## src/rtl/riscv_id_stage_if.sv

```systemverilog
// Fetch, register-file, write-back and execute signals of the RV32I decode stage.
// slave is the decode-stage view; master is the surrounding pipeline's view.
interface riscv_id_stage_if #(
   parameter int DATA_WIDTH = 32,
   parameter int ADDR_WIDTH = 5
);
   logic                  in_valid;
   logic                  in_ready;
   logic [31:0]           in_instr;
   logic [DATA_WIDTH-1:0] in_pc;
   logic                  flush;

   logic [ADDR_WIDTH-1:0] rf_rd1_addr;
   logic [ADDR_WIDTH-1:0] rf_rd2_addr;
   logic                  rf_rd1_en;
   logic                  rf_rd2_en;
   logic [DATA_WIDTH-1:0] rf_rd1_data;
   logic [DATA_WIDTH-1:0] rf_rd2_data;

   logic                  wb_en;
   logic [ADDR_WIDTH-1:0] wb_addr;
   logic [DATA_WIDTH-1:0] wb_data;

   logic                  out_valid;
   logic                  out_ready;
   logic [DATA_WIDTH-1:0] out_pc;
   logic [6:0]            out_opcode;
   logic [4:0]            out_rd;
   logic [2:0]            out_funct3;
   logic [6:0]            out_funct7;
   logic [DATA_WIDTH-1:0] out_rs1_data;
   logic [DATA_WIDTH-1:0] out_rs2_data;
   logic [DATA_WIDTH-1:0] out_imm;
   logic                  out_illegal;

   modport slave (
      input  in_valid, in_instr, in_pc, flush,
      input  rf_rd1_data, rf_rd2_data,
      input  wb_en, wb_addr, wb_data,
      input  out_ready,
      output in_ready,
      output rf_rd1_addr, rf_rd2_addr, rf_rd1_en, rf_rd2_en,
      output out_valid, out_pc, out_opcode, out_rd, out_funct3, out_funct7,
      output out_rs1_data, out_rs2_data, out_imm, out_illegal
   );

   modport master (
      output in_valid, in_instr, in_pc, flush,
      output rf_rd1_data, rf_rd2_data,
      output wb_en, wb_addr, wb_data,
      output out_ready,
      input  in_ready,
      input  rf_rd1_addr, rf_rd2_addr, rf_rd1_en, rf_rd2_en,
      input  out_valid, out_pc, out_opcode, out_rd, out_funct3, out_funct7,
      input  out_rs1_data, out_rs2_data, out_imm, out_illegal
   );
endinterface

```

## src/rtl/riscv_id_stage.sv

```systemverilog
// RV32I decode stage, single slot: accept at edge N gives out_valid in cycle N+1 (1/cycle throughput).
// Backpressure: in_ready drops while the slot is held (out_ready low) or flush is high.
module riscv_id_stage #(
   parameter int DATA_WIDTH = 32,
   parameter int ADDR_WIDTH = 5
) (
   input  logic            clk,
   input  logic            rst_n,
   riscv_id_stage_if.slave bus
);
   typedef enum logic {ST_FRESH, ST_HELD} opnd_state_t;
   opnd_state_t r_state, w_state_nxt;

   logic                  r_valid;
   logic [DATA_WIDTH-1:0] r_pc;
   logic [DATA_WIDTH-1:0] r_imm;
   logic [6:0]            r_opcode;
   logic [6:0]            r_funct7;
   logic [4:0]            r_rd;
   logic [2:0]            r_funct3;
   logic                  r_illegal;
   logic [ADDR_WIDTH-1:0] r_rs      [2];
   logic                  r_fwd     [2];
   logic [DATA_WIDTH-1:0] r_fwd_val [2];
   logic [DATA_WIDTH-1:0] r_op      [2];

   logic                  w_accept;
   logic                  w_xfer;
   logic [31:0]           w_ins;
   logic [31:0]           w_imm32;
   logic                  w_illegal;
   logic [ADDR_WIDTH-1:0] w_rs_in   [2];
   logic [DATA_WIDTH-1:0] w_rf_data [2];
   logic [DATA_WIDTH-1:0] w_opnd    [2];

   assign w_ins        = bus.in_instr;
   assign w_rs_in[0]   = ADDR_WIDTH'(w_ins[19:15]);
   assign w_rs_in[1]   = ADDR_WIDTH'(w_ins[24:20]);
   assign w_rf_data[0] = bus.rf_rd1_data;
   assign w_rf_data[1] = bus.rf_rd2_data;

   assign bus.in_ready    = !bus.flush && (!r_valid || bus.out_ready);
   assign w_accept        = bus.in_valid && bus.in_ready;
   assign w_xfer          = r_valid && bus.out_ready;
   assign bus.rf_rd1_addr = w_rs_in[0];
   assign bus.rf_rd2_addr = w_rs_in[1];
   assign bus.rf_rd1_en   = w_accept && rst_n;
   assign bus.rf_rd2_en   = w_accept && rst_n;

   always_comb begin
      w_imm32   = '0;
      w_illegal = 1'b0;
      case (w_ins[6:0])
         7'b0000011, 7'b0010011, 7'b1100111:
            w_imm32 = {{20{w_ins[31]}}, w_ins[31:20]};
         7'b0100011:
            w_imm32 = {{20{w_ins[31]}}, w_ins[31:25], w_ins[11:7]};
         7'b1100011:
            w_imm32 = {{19{w_ins[31]}}, w_ins[31], w_ins[7], w_ins[30:25], w_ins[11:8], 1'b0};
         7'b0110111, 7'b0010111:
            w_imm32 = {w_ins[31:12], 12'b0};
         7'b1101111:
            w_imm32 = {{11{w_ins[31]}}, w_ins[31], w_ins[19:12], w_ins[20], w_ins[30:21], 1'b0};
         7'b0110011, 7'b0001111, 7'b1110011:
            w_imm32 = '0;
         default:
            w_illegal = 1'b1;
      endcase
   end

   // FRESH: register file (or the write captured in the accept cycle) is current.
   // HELD: the local copy is current; a write this cycle always overrides.
   always_comb begin
      for (int k = 0; k < 2; k++) begin
         w_opnd[k] = (r_state == ST_FRESH) ? (r_fwd[k] ? r_fwd_val[k] : w_rf_data[k]) : r_op[k];
         if (bus.wb_en && bus.wb_addr == r_rs[k])
            w_opnd[k] = bus.wb_data;
         if (!r_valid || r_rs[k] == '0)
            w_opnd[k] = '0;
      end
   end

   always_comb begin
      w_state_nxt = r_state;
      if (w_accept)
         w_state_nxt = ST_FRESH;
      else if (r_valid)
         w_state_nxt = ST_HELD;
   end

   always_ff @(posedge clk or negedge rst_n) begin
      if (!rst_n)
         r_state <= ST_FRESH;
      else
         r_state <= w_state_nxt;
   end

   always_ff @(posedge clk or negedge rst_n) begin
      if (!rst_n) begin
         r_valid   <= 1'b0;
         r_pc      <= '0;
         r_imm     <= '0;
         r_opcode  <= '0;
         r_funct7  <= '0;
         r_rd      <= '0;
         r_funct3  <= '0;
         r_illegal <= 1'b0;
         for (int k = 0; k < 2; k++) begin
            r_rs[k]      <= '0;
            r_fwd[k]     <= 1'b0;
            r_fwd_val[k] <= '0;
            r_op[k]      <= '0;
         end
      end else begin
         if (bus.flush)
            r_valid <= 1'b0;
         else if (w_accept)
            r_valid <= 1'b1;
         else if (w_xfer)
            r_valid <= 1'b0;

         if (w_accept) begin
            r_pc      <= bus.in_pc;
            r_imm     <= DATA_WIDTH'($signed(w_imm32));
            r_opcode  <= w_ins[6:0];
            r_rd      <= w_ins[11:7];
            r_funct3  <= w_ins[14:12];
            r_funct7  <= w_ins[31:25];
            r_illegal <= w_illegal;
         end

         for (int k = 0; k < 2; k++) begin
            if (w_accept) begin
               r_rs[k]      <= w_rs_in[k];
               // The register file returns the pre-write value when it is written during the read.
               r_fwd[k]     <= bus.wb_en && bus.wb_addr == w_rs_in[k] && w_rs_in[k] != '0;
               r_fwd_val[k] <= bus.wb_data;
            end
            if (r_valid)
               r_op[k] <= w_opnd[k];
         end
      end
   end

   assign bus.out_valid    = r_valid;
   assign bus.out_pc       = r_pc;
   assign bus.out_opcode   = r_opcode;
   assign bus.out_rd       = r_rd;
   assign bus.out_funct3   = r_funct3;
   assign bus.out_funct7   = r_funct7;
   assign bus.out_imm      = r_imm;
   assign bus.out_illegal  = r_illegal;
   assign bus.out_rs1_data = w_opnd[0];
   assign bus.out_rs2_data = w_opnd[1];
endmodule
```

## src/flat_wrapper.sv

```systemverilog
// flat-port wrapper written by rule: the top's interface ports become plain ports
module riscv_id_stage_flat 
#(
   parameter int DATA_WIDTH = 32,
   parameter int ADDR_WIDTH = 5
)
  (clk, rst_n, bus_in_valid, bus_in_instr, bus_in_pc, bus_flush, bus_rf_rd1_data, bus_rf_rd2_data, bus_wb_en, bus_wb_addr, bus_wb_data, bus_out_ready, bus_in_ready, bus_rf_rd1_addr, bus_rf_rd2_addr, bus_rf_rd1_en, bus_rf_rd2_en, bus_out_valid, bus_out_pc, bus_out_opcode, bus_out_rd, bus_out_funct3, bus_out_funct7, bus_out_rs1_data, bus_out_rs2_data, bus_out_imm, bus_out_illegal);
  riscv_id_stage_if #(.DATA_WIDTH(DATA_WIDTH), .ADDR_WIDTH(ADDR_WIDTH)) bus_i ();
  input  logic clk;
  input  logic rst_n;
  input wire logic [$bits(bus_i.in_valid)-1:0] bus_in_valid;
  input wire logic [$bits(bus_i.in_instr)-1:0] bus_in_instr;
  input wire logic [$bits(bus_i.in_pc)-1:0] bus_in_pc;
  input wire logic [$bits(bus_i.flush)-1:0] bus_flush;
  input wire logic [$bits(bus_i.rf_rd1_data)-1:0] bus_rf_rd1_data;
  input wire logic [$bits(bus_i.rf_rd2_data)-1:0] bus_rf_rd2_data;
  input wire logic [$bits(bus_i.wb_en)-1:0] bus_wb_en;
  input wire logic [$bits(bus_i.wb_addr)-1:0] bus_wb_addr;
  input wire logic [$bits(bus_i.wb_data)-1:0] bus_wb_data;
  input wire logic [$bits(bus_i.out_ready)-1:0] bus_out_ready;
  output wire logic [$bits(bus_i.in_ready)-1:0] bus_in_ready;
  output wire logic [$bits(bus_i.rf_rd1_addr)-1:0] bus_rf_rd1_addr;
  output wire logic [$bits(bus_i.rf_rd2_addr)-1:0] bus_rf_rd2_addr;
  output wire logic [$bits(bus_i.rf_rd1_en)-1:0] bus_rf_rd1_en;
  output wire logic [$bits(bus_i.rf_rd2_en)-1:0] bus_rf_rd2_en;
  output wire logic [$bits(bus_i.out_valid)-1:0] bus_out_valid;
  output wire logic [$bits(bus_i.out_pc)-1:0] bus_out_pc;
  output wire logic [$bits(bus_i.out_opcode)-1:0] bus_out_opcode;
  output wire logic [$bits(bus_i.out_rd)-1:0] bus_out_rd;
  output wire logic [$bits(bus_i.out_funct3)-1:0] bus_out_funct3;
  output wire logic [$bits(bus_i.out_funct7)-1:0] bus_out_funct7;
  output wire logic [$bits(bus_i.out_rs1_data)-1:0] bus_out_rs1_data;
  output wire logic [$bits(bus_i.out_rs2_data)-1:0] bus_out_rs2_data;
  output wire logic [$bits(bus_i.out_imm)-1:0] bus_out_imm;
  output wire logic [$bits(bus_i.out_illegal)-1:0] bus_out_illegal;
  assign bus_i.in_valid = bus_in_valid;
  assign bus_i.in_instr = bus_in_instr;
  assign bus_i.in_pc = bus_in_pc;
  assign bus_i.flush = bus_flush;
  assign bus_i.rf_rd1_data = bus_rf_rd1_data;
  assign bus_i.rf_rd2_data = bus_rf_rd2_data;
  assign bus_i.wb_en = bus_wb_en;
  assign bus_i.wb_addr = bus_wb_addr;
  assign bus_i.wb_data = bus_wb_data;
  assign bus_i.out_ready = bus_out_ready;
  assign bus_in_ready = bus_i.in_ready;
  assign bus_rf_rd1_addr = bus_i.rf_rd1_addr;
  assign bus_rf_rd2_addr = bus_i.rf_rd2_addr;
  assign bus_rf_rd1_en = bus_i.rf_rd1_en;
  assign bus_rf_rd2_en = bus_i.rf_rd2_en;
  assign bus_out_valid = bus_i.out_valid;
  assign bus_out_pc = bus_i.out_pc;
  assign bus_out_opcode = bus_i.out_opcode;
  assign bus_out_rd = bus_i.out_rd;
  assign bus_out_funct3 = bus_i.out_funct3;
  assign bus_out_funct7 = bus_i.out_funct7;
  assign bus_out_rs1_data = bus_i.out_rs1_data;
  assign bus_out_rs2_data = bus_i.out_rs2_data;
  assign bus_out_imm = bus_i.out_imm;
  assign bus_out_illegal = bus_i.out_illegal;
  riscv_id_stage #(.DATA_WIDTH(DATA_WIDTH), .ADDR_WIDTH(ADDR_WIDTH)) u_core (.clk(clk), .rst_n(rst_n), .bus(bus_i));
endmodule
```

## config.mk

```make
export PLATFORM = sky130hd
export DESIGN_NAME = riscv_id_stage_flat
export DESIGN_NICKNAME = d
export VERILOG_FILES = /design/src/rtl/riscv_id_stage_if.sv /design/src/rtl/riscv_id_stage.sv /design/src/flat_wrapper.sv
export SDC_FILE = /design/constraint.sdc
export NUM_CORES = 1
export LEC_CHECK = 0
export CORE_UTILIZATION = 41
export CTS_BUF_LIST = sky130_fd_sc_hd__clkbuf_8
export DETAILED_ROUTE_END_ITERATION = 10
export HOLD_SLACK_MARGIN = 0.15
export PLACE_DENSITY_LB_ADDON = 0.2
export SETUP_SLACK_MARGIN = 0.4
export SLEW_MARGIN = 40
export SYNTH_ARGS = -nofsm -noshare
export SYNTH_HDL_FRONTEND = slang
export SYNTH_SLANG_ARGS = --single-unit
```

## constraint.sdc

```tcl
create_clock -name clk -period 2.62 [get_ports clk]
set_input_delay 0.524 -clock clk [delete_from_list [all_inputs] [get_ports clk]]
set_output_delay 0.524 -clock clk [all_outputs]
set_load 0.005 [all_outputs]
```

Yosys cells after proc, flatten, opt, wreduce, memory -nomap -nowiden
Index checks and enable logic that the tools add are counted.
{ "op_classes": {"n_eq_ne": 15, "muxes": 15, "reduce_logical": 24} }
{ "op_table": {"columns": ["operator", "count"], "rows": [
  ["32-bit 2-to-1 mux", 8],
  ["32-bit case mux with 5 select lines", 1],
  ["7-bit == test (second input constant)", 4],
  ["7-bit by 6-bit == test with 1-bit output (second input constant)", 3],
  ["5-bit == test", 4],
  ["7-bit by 5-bit == test with 1-bit output (second input constant)", 2],
  ["11-bit OR reduction", 1],
  ["1-bit logical AND", 10],
  ["5-bit logical NOT", 2],
  ["5-bit nonzero test", 2],
  ["7-bit by 2-bit == test with 1-bit output (second input constant)", 1],
  ["7-bit by 4-bit == test with 1-bit output (second input constant)", 1],
  ["1-bit 2-to-1 mux", 6],
  ["1-bit logical OR", 3],
  ["3-bit nonzero test", 1],
  ["3-bit OR reduction", 1],
  ["1-bit logical NOT", 2],
  ["2-bit nonzero test", 1],
  ["2-bit OR reduction", 1]
]} }
{ "word_totals": {"register_bits": 197, "inputBits": 171, "out_inout_bits": 165, "wordCells": 70} }

Longest topological paths before layout
Gate-level depths: netlist (run 1).
{ "logic_depth": {"word_depth": 6, "ltp_mapped": 8, "ltp_nobuf": 4} }

Least setup slack after synthesis (run 1)
OpenSTA, ideal clock, no wires.
{ "synth_timing": {"path_kind": "input port to output port", "startpoint": "input bus_wb_addr[4]", "endpoint": "output bus_out_rs2_data[10]", "arrival_time_ns": 1.737, "t_required_ns": 2.096, "setup_slack_ns": 0.359, "path_stages": 7, "path_buffers": 3, "path_cell_list": "buf_2 -> xnor2_1 -> nand4_2 -> or2_1 -> buf_2 -> buf_2 -> o21ai_1"} }
{ "synth_via": {"elab_chain_cells": 4} }
{ "synth_rtl": {"columns": ["element", "line", "rtl"], "rows": [
  ["start, declared", "flat_wrapper.sv:18", "input wire logic [$bits(bus_i.wb_addr)-1:0] bus_wb_addr;"],
  ["5-bit == test", "riscv_id_stage.sv:76", "if (bus.wb_en && bus.wb_addr == r_rs[k])"],
  ["1-bit logical AND", "riscv_id_stage.sv:76", null],
  ["32-bit 2-to-1 mux", "riscv_id_stage.sv:76", null],
  ["32-bit 2-to-1 mux", "riscv_id_stage.sv:78", "if (!r_valid || r_rs[k] == '0)"],
  ["end, declared", "flat_wrapper.sv:33", "output wire logic [$bits(bus_i.out_rs2_data)-1:0] bus_out_rs2_data;"]
]} }
Every way passes these cells.

Worst setup path after layout (run 1)
{ "layout_timing": {"startpoint": "register u_core.r_rs[5] in the netlist's numbering", "endpoint": "output bus_out_rs1_data[15]"} }
{ "layout_via": {"elab_chain_cells": 4} }
{ "layout_rtl": {"columns": ["element", "line", "rtl"], "rows": [
  ["start, declared", "riscv_id_stage.sv:22", "logic [ADDR_WIDTH-1:0] r_rs [2];"],
  ["start signal, assigned by index", "riscv_id_stage.sv:134", "r_rs[k] <= w_rs_in[k];"],
  ["5-bit == test", "riscv_id_stage.sv:76", null],
  ["1-bit logical AND", "riscv_id_stage.sv:76", null],
  ["32-bit 2-to-1 mux", "riscv_id_stage.sv:76", null],
  ["32-bit 2-to-1 mux *", "riscv_id_stage.sv:78", null],
  ["end, declared", "flat_wrapper.sv:32", "output wire logic [$bits(bus_i.out_rs1_data)-1:0] bus_out_rs1_data;"]
]} }
Every way passes the cells marked *; elsewhere a longest branch is shown, timed or not.

==> qor.yml, run 1 <==
pin_count: 336
power_frac_clock: 0.219
synthesis.nets: 1450
grt_first_pass_wirelength_um: 65500
dpl.hpwl_um: 27200
grt-ovfl-total: 0
finalCritPeriodShare: 1.11
cellLeakagePower_uw: 0.00837
drc: 0
final_nets: 1996
syn_area_mm2: 0.0114
grt_util_all_layers: 0.297
p_sw_frac: 0.358
synth.yosys.seq_area_share: 0.434
start_kind: "flip-flop"
status: "complete, but fails checks"
p_seq_frac: 0.403
synth.largest_area_cell: "dfrtp_1"
clkSinkCount: 197
min_to: "u_core.bus.out_valid"
worstHoldStart: "bus_out_ready"
r2r-start: "u_core.r_rs[1]"
routabilityCongestion: 0.836
clk_pin_slew_ns: 0.11
place_ws_ns: -0.639
setup-violations-final: 63
fillerInstances: 2035
cts-root-buf: "clkbuf_8"
drt_iter0_markers: 823
period_needed_ns: 2.92
routed_wl_um: 42900
holdPathStages: 4
cts_buffers: 17
ys_ff_latch: 197
fmax_mhz: 343
drive_gt1_frac: 0.356
crit_type: "flip-flop to output pin"
netlist.area_leader.share: 0.434
yosys.area_share.simple: 0.170
grt_max_degree: 116
worstMarginPinSlew_ns: 0.713
total_power_uw: 9650
required_ns: 2.10
maxSlewHeadroom: 0.525
rows: 60
grt_pass1_vias: 12000
clk_latency_ns: 0.48
synth_cells: 1279
port_buffers: 335
syn_avg_cell_area_um2: 8.89
synth_adder_area_share: 0
diodes: 0
arrival_ns: 2.39
worstPathMaxFanout: 7
end_kind: "output pin"
core_mm2: 0.0271
post-route-cell-area_mm2: 0.0188
cts_tree: "yes"
r2r-end: "u_core.r_op[19]"
viasPerCell: 5.35
ant_nets: 0
synth_top_family_by_area: "compound AO/OA/AOI/OAI gates"
timing.setup.tns_ns: -11.46
wl_per_cell_um: 19.4
r2r_setup_slack_ns: 0.40
area_growth_pct: 65.0
h-tree-depth: 4
rsz0062_at_grt: "yes"
fin_ws_ns: -0.295
antenna_found_initial: 0
power.density_mw_per_mm2: 514
slew_violations: 0
fp.dieArea_mm2: 0.0284
synth-xor-area-share: 0.0139
hold_path_class: "input port to flip-flop"
clock_path_buffers: 2
synthMuxAreaShare: 0.0586
internal-power_uw: 6190
dieHeight_um: 168
synth_compound_area_frac: 0.245
violations: "negative setup slack"
dr.pass1.iters: 5
place_area_mm2: 0.0164
power_frac_comb: 0.378
drv_cap: 0
finClkSkew_ns: 0.0241
die_x_um: 168
ys_types: 44
hold_viol_final: 0
ys_warn_count: 0
ir_worst_vdd_mv: 0.397
synthTopCellsByArea: "dfrtp_1, nand2_1, o221ai_2, o211ai_2, mux2i_1"
p_switching_uw: 3460
start_util: 0.419
num_vias: 11800
reg2regPathDepth: 11
-- flip-flops by register name, indices dropped and copies added, names as in the netlist --
register                flops
u_core.r_state              1
u_core.r_fwd                2
u_core.bus.out_opcode       7
u_core.bus.out_funct3       3
u_core.bus.out_rd           5
u_core.bus.out_illegal      1
u_core.r_rs                10
u_core.bus.out_valid        1
u_core.r_fwd_val           32
u_core.bus.out_imm         32
u_core.bus.out_pc          32
u_core.r_op                64
u_core.bus.out_funct7       7
-- critical path: stages, from the launching register on --
cell           delay (ns)
dfrtp_1              0.40
or4_4                0.54
o21a_4               0.24
buf_12               0.15
buf_16               0.15
o211ai_2             0.08
o21ai_2              0.10
dlygate4sd2_1        0.27
-- cell usage in the layout, fill, tap and decap left out, drive strengths merged, types with 3 or more instances in the layout --
cell type and count:
xnor2 12, xor2 6, a21oi 23, dlygate4sd2 11, clkdlybuf4s50 257, nand3 4
nor3 6, a22o 6, o211ai 64, o21a 3, o32ai 3, inv 77
nor2 27, o221ai 64, buf 349, o31ai 3, mux2i 65, o21ai 147
nand3b 3, or2 4, a22oi 4, nand2 434, dfrtp 197, clkinv 6
bufbuf 3, clkbuf 36
-- cells by family after synthesis --
kind of cell,count (synthesis)
compound gates,324
xor+xnor,18
buf+inv,183
flops,197
mux,66
simple gates,491
-- repair_timing --
| item | 4_1_cts | 5_1_grt |
|---|---|---|
| setup buffers | 61 | 38 |
| setup endpoints to repair | 71 | 65 |
| hold endpoints to repair | 26 | 0 |
| gates cloned | 13 | 5 |
| hold buffers | 1 | 0 |
| pin swaps | 11 | 5 |
| resized for setup | 389 | 76 |
-- how the worst max path moves through the flow --
stage / startpoint / end / slack, ns / cells after the start
floorplan: bus_wb_addr[4] / bus_out_rs1_data[10] / 0.40 / 7
global placement: bus_wb_addr[3] / bus_out_rs2_data[31] / -0.60 / 7
detailed placement: bus_wb_addr[4] / bus_out_rs2_data[31] / -0.64 / 7
CTS: u_core.r_rs[5] / bus_out_rs1_data[15] / -0.32 / 7
global route: u_core.r_rs[6] / bus_out_rs1_data[15] / -0.37 / 7
finish: u_core.r_rs[5] / bus_out_rs1_data[15] / -0.30 / 7
-- routing by layer --
metal	vias up	wire length (um)	track usage
met5	-	0	0
met4	0	1130	0.101
met3	67	2920	0.0634
met2	473	21400	0.509
met1	5802	17500	0.371
li1	5474	-	-
-- power by group through the flow --
stage / registers, uW / clock network, uW / logic, uW
2_1_floorplan: 3850 / 0 / 1460
3_3_place_gp: 3900 / 0 / 2910
3_5_place_dp: 3930 / 0 / 2970
4_1_cts: 3870 / 2160 / 3410
5_1_grt: 3940 / 2280 / 3920
6_report: 3880 / 2110 / 3650
-- Yosys cell counts, drive strengths merged --
cell and instances:
a21boi 1, o32ai 3, o221ai 64, clkbuf 36, a21oi 23, nor4b 2
xnor2 12, or4 2, a22o 6, nand4 2, buf 79, inv 68
nand3 4, o211ai 64, nor2 27, o31ai 3, a41oi 2, o2111ai 1
nor3 6, nor2b 2, and3 1, and2 2, nand2 434, or2 3
a2bb2oi 1, o31a 1, dfrtp 197, nand3b 3, a211oi 1, o21a 3
mux2i 65, xor2 6, a22oi 4, o21ai 147, mux2 1, nand2b 1
nor4 2
-- layout make-up --
type                    count  area [um2]  area share
clock inverters            15         193      0.0103
well taps                 372         465      0.0248
clock buffers              17         234      0.0125
multi-input cells         900        6510       0.347
inverters                  68         255      0.0136
repair buffers            641        6160       0.328
flip-flops and latches    197        4940       0.263
-- per-stage QoR --
stage	utilization	hold slack (ns)	instances
floorplan	-	0.228	1279
global placement	0.604	0.458	2060
detailed placement	0.604	0.461	2060
CTS	0.668	0.448	2167
global route	0.692	0.480	2210
finish	0.692	0.478	2210
Power figures use the tool's default switching activity.
==> run 2: changes to the inputs <==
- GPL_TIMING_DRIVEN: default -> 0
- clock period: 2.62 -> 2.55 ns (I/O delays scaled with it)
==> qor.yml, run 2 (same netlist as run 1, synthesis figures left out) <==
worstMarginPinSlew_ns: 0.866
min_to: "u_core.bus.out_opcode[6]"
period_needed_ns: 2.89
hold_viol_final: 0
hold_path_class: "input port to flip-flop"
worstPathMaxFanout: 7
drv_cap: 0
cp_slowest_stage_delay_ns: 0.53
rsz0062_at_grt: "yes"
finalCritPeriodShare: 1.13
dr.pass1.iters: 8
r2r-start: "u_core.r_rs[7]"
violations: "negative setup slack"
viasPerCell: 5.43
power_frac_comb: 0.371
start_kind: "flip-flop"
start_util: 0.419
pin_count: 336
p_sw_frac: 0.369
internal-power_uw: 6140
area_growth_pct: 58.5
holdPathStages: 3
antenna_found_initial: 2
grt_util_all_layers: 0.305
timing.setup.tns_ns: -16.79
ant_nets: 0
routed_wl_um: 44600
die_x_um: 168
finClkSkew_ns: 0.0264
power_frac_clock: 0.222
dieHeight_um: 168
place_ws_ns: -1.06
p_seq_frac: 0.407
clk_pin_slew_ns: 0.13
clk_latency_ns: 0.50
cp_top_family: "simple AND/OR/NAND/NOR gates"
grt_max_degree: 65
num_vias: 11500
arrival_ns: 2.38
end_kind: "output pin"
r2r-end: "u_core.r_op[58]"
drive_gt1_frac: 0.320
r2r_setup_slack_ns: 0.45
worstPathCellList: "or4_4, o21a_4, buf_12, buf_8, clkbuf_16, nand2_8, o21ai_4, buf_2"
crit_slowest_cell: "or4_4"
cellLeakagePower_uw: 0.00793
worstHoldStart: "bus_in_instr[6]"
fp.dieArea_mm2: 0.0284
drt_iter0_markers: 830
grt_first_pass_wirelength_um: 66600
cts-root-buf: "clkbuf_8"
final_nets: 1908
reg2regPathDepth: 9
top_register: "u_core.r_op"
dpl.hpwl_um: 30500
crit_type: "flip-flop to output pin"
rows: 60
port_buffers: 330
routabilityCongestion: 0.872
final_common_cell: "nand2_1"
slew_violations: 0
ir_worst_vdd_mv: 0.359
largest_reg_flops: 64
drc: 0
fmax_mhz: 346
p_switching_uw: 3600
cts_buffers: 17
wl_per_cell_um: 21.0
critPathBufInv: 4
cts_tree: "yes"
grt_pass1_vias: 11600
clkSinkCount: 197
required_ns: 2.04
setup-violations-final: 65
maxSlewHeadroom: 0.423
total_power_uw: 9740
grt-ovfl-total: 0
clock_path_buffers: 2
fin_ws_ns: -0.342
h-tree-depth: 4
core_mm2: 0.0271
status: "complete, but fails checks"
final_cell_mix: "nand2_1, clkdlybuf4s50_1, dfrtp_1"
power.density_mw_per_mm2: 540
-- run 2: how the worst max path moves through the flow --
stage                              start                    end  slack (ns)  cells past startpoint
after floorplan           bus_wb_addr[4]    bus_out_rs2_data[0]        0.39                      7
after global placement             rst_n  u_core.bus.out_pc[22]       -7.94                      1
after detailed placement  bus_wb_addr[0]    bus_out_rs2_data[0]       -1.06                      8
after CTS                 u_core.r_rs[1]   bus_out_rs2_data[11]       -0.44                      8
after global routing      u_core.r_rs[2]    bus_out_rs2_data[4]       -0.42                      8
final                     u_core.r_rs[2]    bus_out_rs2_data[4]       -0.34                      8
-- run 2: final cells by class --
class,count,area (um2)
inverters,68,255
plain buffers,115,988
diodes,1,2.50
fillers,2173,9090
flip-flops and latches,197,4930
clock inverters,15,186
repair buffers,439,4140
clock buffers,17,234
multi-input cells,899,6810
well taps,372,465
-- run 2: worst min-delay path: cells and delay by family --
family,cells,cell delay [ns]
and+or+nand+nor,2,0.11
buffers and inverters,1,0.16
-- run 2: power by group through the flow --
stage	clock (uW)	combinational [uW]	sequential, uW
floorplan	0	1530	3960
global placement	0	2840	3990
detailed placement	0	2910	4010
CTS	2190	3230	3950
global route	2310	3880	4020
finish	2160	3610	3960
-- run 2: what timing repair did --
action                                  4_1_cts  5_1_grt
buffers inserted                             38       50
endpoints found under the hold margin        27      124
gates cloned                                  3        9
hold buffers                                  6        1
pin swaps                                    13        8
gates resized for setup                     351      192
endpoints found under the setup margin      130       67
-- run 2: metrics by stage --
stage / hold slack, ns / util / cell area (um2) / std cells
floorplan: 0.214 / - / 11700 / 1279
global placement: 0.458 / 0.570 / 15400 / 1981
detailed placement: 0.360 / 0.573 / 15500 / 1984
CTS: 0.273 / 0.627 / 17000 / 2063
global route: 0.293 / 0.665 / 18000 / 2122
finish: 0.300 / 0.665 / 18000 / 2123
-- run 2: metal layers --
layer	wire (um)	up-vias	global-route usage
met5	11	-	0
met4	1630	2	0.128
met3	3540	86	0.0790
met2	21900	522	0.504
met1	17500	5616	0.378
li1	-	5301	-
==> run 3: changes to the inputs <==
- CORE_MARGIN: default -> 5
- CORE_UTILIZATION: 41 -> 45
- PLACE_DENSITY: default -> 0.8
- PLACE_DENSITY_LB_ADDON: 0.2 -> default
==> qor.yml, run 3 (same netlist as run 1, synthesis figures left out) <==
status: "complete, but fails checks"
violations: "negative setup slack"
pin_count: 336
worstMarginPinSlew_ns: 0.907
r2r_setup_slack_ns: 0.53
start_kind: "flip-flop"
worstPathCellList: "or4_1, o21a_1, buf_6, buf_8, o211ai_2, o21ai_2, dlygate4sd2_1"
ant_nets: 0
cts-root-buf: "clkbuf_8"
clk_latency_ns: 0.49
finalCritPeriodShare: 1.15
crit_slowest_cell: "or4_1"
drive_gt1_frac: 0.281
finClkSkew_ns: 0.0191
wl_met2_um: 21100
holdWs_ns: 0.309
met3_length_um: 4280
period_needed_ns: 2.94
arrival_ns: 2.43
antenna_found_initial: 1
cellLeakagePower_uw: 0.00743
rows: 58
cts_tree: "yes"
clock_path_buffers: 2
cp_top_family: "buffers and inverters"
routabilityCongestion: 0.864
port_buffers: 330
grt-ovfl-total: 0
area_growth_pct: 48.3
wl_met1_um: 16600
crit_type: "flip-flop to output pin"
core_mm2: 0.0250
critPathBufInv: 3
largest_reg_flops: 64
maxSlewHeadroom: 0.387
grt_first_pass_wirelength_um: 65200
final_common_cell: "nand2_1"
clk_pin_slew_ns: 0.13
required_ns: 2.04
dp_cells: 1942
cts_buffers: 17
top_register: "u_core.r_op"
slew_violations: 0
routed_wl_um: 43200
hold_viol_final: 0
wl_per_cell_um: 21.4
final_cells: 2023
grt_max_degree: 68
cp_slowest_stage_delay_ns: 0.52
fin_ws_ns: -0.395
power.density_mw_per_mm2: 563
worstPathMaxFanout: 10
drc: 0
drt_iter0_markers: 1156
grt_util_all_layers: 0.288
final_nets: 1851
top_layer: "met5"
end_kind: "output pin"
place_ws_ns: -1.01
rsz0062_at_grt: "yes"
ir_worst_vdd_mv: 0.329
viasPerCell: 5.64
fp.dieArea_mm2: 0.0285
die_x_um: 169
hold_path_class: "input port to flip-flop"
setup-violations-final: 66
start_util: 0.454
clkSinkCount: 197
num_vias: 11400
total_power_uw: 9500
drv_cap: 0
final_cell_mix: "nand2_1, clkdlybuf4s50_1, dfrtp_1"
dieHeight_um: 169
grt_pass1_vias: 11600
fmax_mhz: 340
dpl.hpwl_um: 30800
diodes: 0
h-tree-depth: 4
dr.pass1.iters: 5
## run 3: cell type report
type                            count  area, um2
Clock buffer                       17        234
Timing Repair Buffer              382       3620
Fill cell                        1959       8180
Buffer                            115        900
Multi-Input combinational cell    899       6290
Tap cell                          330        413
Clock inverter                     15        213
Inverter                           68        255
Sequential cell                   197       4930
## run 3: worst min-delay path: stages
cell and delay (ns):
buf_2 0.16, nand2_1 0.07, nand2_1 0.04
## run 3: per-layer routing
| layer | vias to the layer above | GRT usage |
|---|---|---|
| met1 | 5550 | 0.353 |
| met4 | 2 | 0.0741 |
| li1 | 5177 | - |
| met5 | - | 0 |
| met2 | 598 | 0.493 |
| met3 | 83 | 0.0915 |
## run 3: per-stage QoR
stage | area (um2) | TNS, ns | utilization
detailed placement | 15500 | -62.80 | 0.618
CTS | 16400 | -22.74 | 0.655
global route | 16900 | -25.01 | 0.673
finish | 16900 | -20.37 | 0.673
floorplan | 11700 | 0 | -
global placement | 15400 | -1604.70 | 0.614
## run 3: what timing repair did
item | CTS | global route
hold endpoints to repair | 34 | 133
gates resized for setup | 235 | 143
setup endpoints to repair | 159 | 74
pin swaps | 7 | 7
cloned | 2 | 3
setup buffers | 20 | 22
hold buffers | 2 | 1
## run 3: power by group
group	switching, uW	leakage, uW	internal (uW)
clock network	1420	0.000222	877
registers	328	0.00248	3640
logic	1700	0.00473	1540
total	3440	0.00743	6050
## run 3: path summary, 6_finish.rpt
kind	end	start	depth (start not counted)
max	bus_out_rs1_data[22]	u_core.r_rs[6]	7
min	u_core.bus.out_opcode[5]	bus_in_instr[5]	3
max reg2reg	u_core.r_op[24]	u_core.r_rs[3]	8
min reg2reg	u_core.bus.out_pc[22]	u_core.bus.out_pc[22]	2
max in group asynchronous	u_core.bus.out_pc[3]	rst_n	4
min in group asynchronous	u_core.r_op[16]	rst_n	3
